==> config.mk <==
export PLATFORM = sky130hd
export DESIGN_NAME = mem_arb_flat
export DESIGN_NICKNAME = d
export VERILOG_FILES = /design/src/rtl/risc16_pkg.sv /design/src/rtl/mem_arb_if.sv /design/src/rtl/mem_arb_sel.sv /design/src/rtl/mem_arb.sv /design/src/flat_wrapper.sv
export SDC_FILE = /design/constraint.sdc
export NUM_CORES = 1
export LEC_CHECK = 0
export BUFFER_PORTS_ARGS = -buffer_cell sky130_fd_sc_hd__buf_2
export CAP_MARGIN = 30
export CORE_MARGIN = 10
export CORE_UTILIZATION = 26
export DETAILED_ROUTE_END_ITERATION = 8
export GPL_ROUTABILITY_DRIVEN = 0
export GPL_TIMING_DRIVEN = 0
export PLACE_DENSITY = 0.8
export SYNTH_ARGS = -nofsm -noshare
export SYNTH_HDL_FRONTEND = slang
export SYNTH_HIERARCHICAL = 1
export SYNTH_SLANG_ARGS = --single-unit
==> constraint.sdc <==
create_clock -name clk -period 1.2 [get_ports clk]
set_input_delay 0.06 -clock clk [delete_from_list [all_inputs] [get_ports clk]]
set_output_delay 0.06 -clock clk [all_outputs]
set_load 0.01 [all_outputs]
==> src/rtl/risc16_pkg.sv <==
// Shared definitions for the risc16 memory path: requester ids, RAM read/write encoding
// and the default address/data widths used by mem_arb and its interface.
package risc16_pkg;

    localparam int DEF_AW = 16;
    localparam int DEF_DW = 16;

    typedef enum logic {
        REQ_IF = 1'b0,
        REQ_D  = 1'b1
    } req_id_t;

    typedef enum logic {
        MEM_RD = 1'b0,
        MEM_WR = 1'b1
    } mem_rw_t;

endpackage

==> src/rtl/mem_arb_if.sv <==
// Bus bundle between the core requesters plus RAM (master side) and the arbiter (slave side).
interface mem_arb_if #(
    parameter int AW = risc16_pkg::DEF_AW,
    parameter int DW = risc16_pkg::DEF_DW
);

    logic          if_req;
    logic [AW-1:0] if_addr;
    logic          if_gnt;
    logic          if_rvalid;
    logic [DW-1:0] if_rdata;

    logic          d_req;
    logic          d_we;
    logic [AW-1:0] d_addr;
    logic [DW-1:0] d_wdata;
    logic          d_gnt;
    logic          d_rvalid;
    logic [DW-1:0] d_rdata;

    logic          ram_en;
    logic          ram_rw;
    logic [AW-1:0] ram_addr;
    logic [DW-1:0] ram_wdata;
    logic [DW-1:0] ram_rdata;

    modport master (
        output if_req, if_addr, d_req, d_we, d_addr, d_wdata, ram_rdata,
        input  if_gnt, if_rvalid, if_rdata, d_gnt, d_rvalid, d_rdata,
        input  ram_en, ram_rw, ram_addr, ram_wdata
    );

    modport slave (
        input  if_req, if_addr, d_req, d_we, d_addr, d_wdata, ram_rdata,
        output if_gnt, if_rvalid, if_rdata, d_gnt, d_rvalid, d_rdata,
        output ram_en, ram_rw, ram_addr, ram_wdata
    );

endinterface

==> src/rtl/mem_arb_sel.sv <==
// Combinational grant picker for mem_arb; returns a one-hot grant indexed by req_id_t.
// MEM_ARB_RR_EN selects round-robin on contention, otherwise data always beats fetch.
module mem_arb_sel
    import risc16_pkg::*;
(
    input  logic       if_req,
    input  logic       d_req,
    input  req_id_t    ptr,
    output logic [1:0] gnt
);

`ifdef MEM_ARB_RR_EN
    always_comb begin
        // NOTE: gnt gets a default before any branch so no path leaves it unassigned and infers a latch.
        gnt = 2'b00;
        if (if_req && d_req) begin
            gnt[ptr] = 1'b1;
        end else if (d_req) begin
            gnt[REQ_D] = 1'b1;
        end else if (if_req) begin
            gnt[REQ_IF] = 1'b1;
        end
    end
`else
    logic unused_ptr;
    assign unused_ptr = ptr;

    always_comb begin
        gnt = 2'b00;
        if (d_req) begin
            gnt[REQ_D] = 1'b1;
        end else if (if_req) begin
            gnt[REQ_IF] = 1'b1;
        end
    end
`endif

endmodule

==> src/rtl/mem_arb.sv <==
// Shares one single-port synchronous RAM between instruction fetch and load/store, routing
// each read response back to its owner one cycle after grant. Optional macro: MEM_ARB_RR_EN.
module mem_arb
    import risc16_pkg::*;
#(
    parameter int AW = DEF_AW,
    parameter int DW = DEF_DW
) (
    input  logic     clk,
    input  logic     rst,
    mem_arb_if.slave bus
);

    logic [1:0]    sel_gnt;
    logic [1:0]    gnt;
    logic          if_gnt;
    logic          d_gnt;
    logic          rd_gnt;
    req_id_t       ptr;
    logic          resp_v;
    req_id_t       resp_owner;
    logic          if_rvalid;
    logic          d_rvalid;
    logic [AW-1:0] addr_mux;
    logic [DW-1:0] wdata_mux;

    mem_arb_sel u_sel (
        .if_req (bus.if_req),
        .d_req  (bus.d_req),
        .ptr    (ptr),
        .gnt    (sel_gnt)
    );

    // Grants are masked while reset is held so nothing reaches the RAM.
    assign gnt    = rst ? sel_gnt : 2'b00;
    assign if_gnt = gnt[REQ_IF];
    assign d_gnt  = gnt[REQ_D];
    assign rd_gnt = if_gnt | (d_gnt & ~bus.d_we);

`ifdef MEM_ARB_RR_EN
    // ptr names the requester favoured on the next contention; every grant hands it to the other side.
    always_ff @(posedge clk or negedge rst) begin
        if (!rst) begin
            ptr <= REQ_IF;
        end else if (d_gnt) begin
            ptr <= REQ_IF;
        end else if (if_gnt) begin
            ptr <= REQ_D;
        end
    end
`else
    assign ptr = REQ_IF;
`endif

    // Stores need no response; only read grants arm the one-cycle return slot.
    always_ff @(posedge clk or negedge rst) begin
        if (!rst) begin
            // NOTE: state flops update with <= so every flop samples pre-edge values.
            resp_v     <= 1'b0;
            resp_owner <= REQ_IF;
        end else begin
            resp_v <= rd_gnt;
            if (rd_gnt) begin
                resp_owner <= d_gnt ? REQ_D : REQ_IF;
            end
        end
    end

    always_comb begin
        addr_mux  = '0;
        wdata_mux = '0;
        if (d_gnt) begin
            addr_mux  = bus.d_addr;
            wdata_mux = bus.d_wdata;
        end else if (if_gnt) begin
            addr_mux  = bus.if_addr;
        end
    end

    assign if_rvalid = resp_v && (resp_owner == REQ_IF);
    assign d_rvalid  = resp_v && (resp_owner == REQ_D);

    assign bus.if_gnt    = if_gnt;
    assign bus.d_gnt     = d_gnt;
    assign bus.if_rvalid = if_rvalid;
    assign bus.d_rvalid  = d_rvalid;
    assign bus.if_rdata  = if_rvalid ? bus.ram_rdata : '0;
    assign bus.d_rdata   = d_rvalid  ? bus.ram_rdata : '0;

    assign bus.ram_en    = if_gnt | d_gnt;
    assign bus.ram_rw    = (d_gnt && bus.d_we) ? MEM_WR : MEM_RD;
    assign bus.ram_addr  = addr_mux;
    assign bus.ram_wdata = wdata_mux;

endmodule

==> src/flat_wrapper.sv <==
// flat-port wrapper written by rule: the top's interface ports become plain ports
module mem_arb_flat import risc16_pkg::*;
#(
    parameter int AW = DEF_AW,
    parameter int DW = DEF_DW
)
  (clk, rst, bus_if_req, bus_if_addr, bus_d_req, bus_d_we, bus_d_addr, bus_d_wdata, bus_ram_rdata, bus_if_gnt, bus_if_rvalid, bus_if_rdata, bus_d_gnt, bus_d_rvalid, bus_d_rdata, bus_ram_en, bus_ram_rw, bus_ram_addr, bus_ram_wdata);
  mem_arb_if #(.AW(AW), .DW(DW)) bus_i ();
  input  logic clk;
  input  logic rst;
  input wire logic [$bits(bus_i.if_req)-1:0] bus_if_req;
  input wire logic [$bits(bus_i.if_addr)-1:0] bus_if_addr;
  input wire logic [$bits(bus_i.d_req)-1:0] bus_d_req;
  input wire logic [$bits(bus_i.d_we)-1:0] bus_d_we;
  input wire logic [$bits(bus_i.d_addr)-1:0] bus_d_addr;
  input wire logic [$bits(bus_i.d_wdata)-1:0] bus_d_wdata;
  input wire logic [$bits(bus_i.ram_rdata)-1:0] bus_ram_rdata;
  output wire logic [$bits(bus_i.if_gnt)-1:0] bus_if_gnt;
  output wire logic [$bits(bus_i.if_rvalid)-1:0] bus_if_rvalid;
  output wire logic [$bits(bus_i.if_rdata)-1:0] bus_if_rdata;
  output wire logic [$bits(bus_i.d_gnt)-1:0] bus_d_gnt;
  output wire logic [$bits(bus_i.d_rvalid)-1:0] bus_d_rvalid;
  output wire logic [$bits(bus_i.d_rdata)-1:0] bus_d_rdata;
  output wire logic [$bits(bus_i.ram_en)-1:0] bus_ram_en;
  output wire logic [$bits(bus_i.ram_rw)-1:0] bus_ram_rw;
  output wire logic [$bits(bus_i.ram_addr)-1:0] bus_ram_addr;
  output wire logic [$bits(bus_i.ram_wdata)-1:0] bus_ram_wdata;
  assign bus_i.if_req = bus_if_req;
  assign bus_i.if_addr = bus_if_addr;
  assign bus_i.d_req = bus_d_req;
  assign bus_i.d_we = bus_d_we;
  assign bus_i.d_addr = bus_d_addr;
  assign bus_i.d_wdata = bus_d_wdata;
  assign bus_i.ram_rdata = bus_ram_rdata;
  assign bus_if_gnt = bus_i.if_gnt;
  assign bus_if_rvalid = bus_i.if_rvalid;
  assign bus_if_rdata = bus_i.if_rdata;
  assign bus_d_gnt = bus_i.d_gnt;
  assign bus_d_rvalid = bus_i.d_rvalid;
  assign bus_d_rdata = bus_i.d_rdata;
  assign bus_ram_en = bus_i.ram_en;
  assign bus_ram_rw = bus_i.ram_rw;
  assign bus_ram_addr = bus_i.ram_addr;
  assign bus_ram_wdata = bus_i.ram_wdata;
  mem_arb #(.AW(AW), .DW(DW)) u_core (.clk(clk), .rst(rst), .bus(bus_i));
endmodule
Word-level counts from Yosys, hierarchy flattened. Index checks and enable logic that the tools add are counted.

Reductions and logical operators: 3. Bitwise logic cells: 5. Muxes and demuxes: 11.

Operator list (count): 16-bit two-way mux (5); 1-bit two-way mux (5); 1-bit logical AND (3); 2-bit two-way mux (1); 1-bit NOT (2); 1-bit bitwise OR (2); 1-bit bitwise AND (1).

Output and inout port bits: 70. Flip-flop bits (word level): 2. Logic and storage cells: 21.

Logic depth before layout (Yosys ltp).
Depth after elaboration: 5. Depth in mapped cells: 5. Mapped depth without buffers: 3.

Modules after synthesis. Netlist, hierarchy kept.

Modules (own cells, without submodules): mem_arb (area an instance 705.7 um^2, seq. area each 50.0 um^2, times used 1, cells an instance 92); mem_arb_sel (area an instance 21.3 um^2, seq. area each 0.0 um^2, times used 1, cells an instance 2).

Least setup slack after synthesis. OpenSTA, ideal clock, no wires.

Kind: register to output. Start point: reg u_core.resp_owner. End point: out bus_if_rdata[10]. Required time: 1.140 ns. Setup slack: 0.227 ns. Arrival time: 0.913 ns. Cell stages (with the launch flop): 4. Cell sequence: dfrtp_1 nor2b_4 buf_6 and2_1.

Longest elaborated chain between the ends: 3.

RTL lines: from (decl) (RTL line mem_arb.sv:21) `req_id_t resp_owner;`; from (signal assigned) (RTL line mem_arb.sv:64) `resp_owner <= d_gnt ? REQ_D : REQ_IF;`; 1-bit NOT (RTL line mem_arb.sv:80) `assign if_rvalid = resp_v && (resp_owner == REQ_IF);`; 1-bit logical AND (RTL line mem_arb.sv:80); via bus_if_rvalid (RTL line flat_wrapper.sv:19) `output wire logic [$bits(bus_i.if_rvalid)-1:0] bus_if_rvalid;`; 16-bit two-way mux (RTL line mem_arb.sv:87) `assign bus.if_rdata = if_rvalid ? bus.ram_rdata : '0;`; to (decl) (RTL line flat_wrapper.sv:20) `output wire logic [$bits(bus_i.if_rdata)-1:0] bus_if_rdata;`.

The timed path passes the listed nets, and every way through them passes these cells.

Worst setup path after layout.
Start point: reg u_core.resp_owner. End point: out bus_if_rdata[15].

Longest elaborated chain between the ends: 3.

RTL lines (RTL line): 1-bit NOT (mem_arb.sv:80); 1-bit logical AND (mem_arb.sv:80); 16-bit two-way mux (mem_arb.sv:87).

No other way between the ends.

==> impl.org <==
** Placed design
- Placed Cells incl. Taps :: 262
- Summing all placed instances gives a cell area of between 0.001 and 0.0015 mm2.
- Post-DP HPWL :: between 3000 and 4000 um
- Buffers added on ports :: between 100 and 150

** Critical path
- The critical path goes through nor2b_4, buf_6, and2_1, buf_2.
- Standard cell with the maximum stage delay on the critical path :: sky130_fd_sc_hd__dfrtp_2
- CP max FO :: 7
- For this run, the slowest stage of the critical path takes 0.42 ns.
- Register-to-Register Path Depth :: 2
- Critical Setup Path Class :: flip-flop to primary output
- The worst setup path is launched from a flip-flop.
- Critical path capture point type :: primary output
- For the worst setup path, the data arrival time is between 1 and 1.5 ns.
- Data on the critical path is required at its endpoint by 1.14 ns.

** Finish
- Counting the fill cells in the layout gives roughly 250.
- Nets :: 311
- Relative area change from synthesis to final layout :: 131%
- Cells with a size suffix above 1 make up approximately 75% of the layout.
- Cells fill 61.7% of the core in the end.
- Final instance count without filler cells :: 271
- Number of diodes added for antenna fixing :: 0
- After routing the design area is 0.00167 mm2.

** Global route
- Initial antenna violation count :: 0
- Pin count of the biggest net entering global routing :: 11
- Vias in the first global route :: 1324
- In the global route stage, overall resource usage came out at 15.6%.
- First-pass GRT wire length :: between 6000 and 7000 um
- Grt ovf :: 0

** Detailed routing
- Once detail routing completed, the nets flagged for antenna violations numbered 0.
- For this run, the detailed router's first-pass iteration total came to 4.
- In the routed layout, each cell is associated on average with a via count of 4.95.
- Detail-routed net length per standard cell :: ~18 um
- Detailed-route wire length :: 4950 um
- Number of remaining DRC errors :: 0
- Number of DRC markers in iteration 0 :: 51
- Detailed routing inserted a total of 1341 vias.

** Floorplanning
- Top Ports :: 139
- Die boundary height :: 72.7 um
- DIE AREA :: 0.00529 mm2
- Core area :: 0.00271 mm2
- Die X-Extent :: 72.7 um
- Standard-cell rows :: 19
- Initial core utilization :: approximately a quarter

** Synth
- The number of nets handed over by synthesis was between 150 and 200.
- Post-synthesis area per instance :: 7.78 um2
- Synthesis warning total :: 6
- Syn Std Cell Area :: between 700 and 800 um2
- Synthesized netlist cell count :: a little over 90

** Clock tree
- Counting the buffers created by CTS gives 3.
- Number of sinks driven by the clock tree :: 2
- CTS tree :: built
- CTS built an H-tree with a depth of 1.
- Clock buffer depth :: 2
- For the worst-skew pair, the clock arrives at the later sink with an insertion delay of 0.22 ns.
- Clock-pin slew was measured on the worst setup and hold paths at 0.03 ns.
- CTS placed an instance of sky130_fd_sc_hd__clkbuf_4 at the clock tree root.

** Worst hold path
- The worst hold path passes through 3 cells.
- The tightest min-delay check is of the primary input to flip-flop type.

** Timing
- Max-slew headroom at the worst pin :: 80.2%
- The final critical path takes up 108% of the cycle.
- Fmax :: 0.772 GHz
- Clk_skew :: 0 ns
- Slew Viols, Final :: 0
- Across all setup checks in the final design, the least slack found is -0.0948 ns.
- RSZ-0062 raised after global routing :: true
- The number of endpoints with negative hold slack in the final report is 0.
- Least-Margin Pin Slew :: about 0.30 ns
- The worst path in the final design needs a cycle of 1.29 ns, including I/O delays and setup.
- Setup violations remaining at the end of the flow were counted as 19.

** Run status
- Result of the run :: finished with violations
- Failing checks :: setup timing

** Power and ir drop
- For this design the ratio of total power to cell area is 477 mW/mm2.
- P_leak :: 1.13 nW
- Max rail drop VDD :: 0.332 mV

** Run
- Max-Cap Viols :: 0
flip-flops by register name (all words and copies together), names as in the netlist:
signal             count
u_core/resp_owner      1
u_core/resp_v          1
through the flow:
step | worst slack (ns) | TNS [ns] | power (mW) | hold WS [ns]
final | -0.0948 | -0.756 | 0.798 | 0.167
after global routing | -0.116 | -1.60 | 0.863 | 0.169
after CTS | -0.0384 | -0.526 | 0.781 | 0.162
after detailed placement | 0.0168 | 0 | 0.569 | -0.124
after global placement | -0.00134 | -0.00134 | 0.565 | -0.127
after floorplan | 0.227 | 0 | 0.322 | -0.236
where the power goes:
group	switching [mW]	internal, mW	total (mW)
combinational	0.259	0.311	0.570
clock	0.0320	0.110	0.142
sequential	0.00932	0.0769	0.0862
total	0.300	0.498	0.798
worst max-delay path, delay by kind of cell (launching register included):
family | cells | cell delay (ns)
flops | 1 | 0.42
simple gates | 2 | 0.30
buf+inv | 2 | 0.29
path summary, 6_finish.rpt:
kind,from,endpoint,slack (ns)
hold / removal,bus_d_we,u_core/resp_owner$_DFFE_PN0P_,0.17
hold reg to reg,u_core/resp_owner$_DFFE_PN0P_,u_core/resp_owner$_DFFE_PN0P_,0.67
min in group asynchronous,rst,u_core/resp_owner$_DFFE_PN0P_,0.22
max in group asynchronous,rst,u_core/resp_v$_DFF_PN0_,0.84
setup reg to reg,u_core/resp_owner$_DFFE_PN0P_,u_core/resp_owner$_DFFE_PN0P_,0.29
setup / recovery,u_core/resp_owner$_DFFE_PN0P_,bus_if_rdata[15],-0.09
repair_timing:
item | CTS | global route
hold endpoints to repair | 2 | 0
setup endpoints to repair | 27 | 28
resized for setup | 25 | 16
buffers inserted | 4 | 0
pin swaps | 16 | 0
gates cloned | 1 | 0
hold buffers | 1 | 0
cell usage in the layout, fill, tap and decap left out, drive strengths merged:
master and n:
a22o 1, a32o 16, and2 18, and3 33, buf 151, clkbuf 9
dfrtp 2, dlygate4sd3 1, inv 1, nand2 1, nand2b 1, nor2b 4
o21a 2
final cells by class:
type                       instances  area, um2  share of cell area [%]
inverter                           1       3.75                   0.225
buffer                            14        114                    6.81
multi-input combinational         76        601                    35.9
tap                               31       38.8                    2.32
sequential                         2       52.6                    3.14
clock buffer                       3       22.5                    1.35
timing repair buffer             144        840                    50.2
metal layers:
layer	track usage, %	vias up	routed length [um]
met5	0	-	0
met4	3.80	0	21
met3	3.95	2	547
met2	30.3	82	2680
met1	15.9	611	1700
li1	-	646	-
Note: power is estimated with default switching activity, not from simulation.
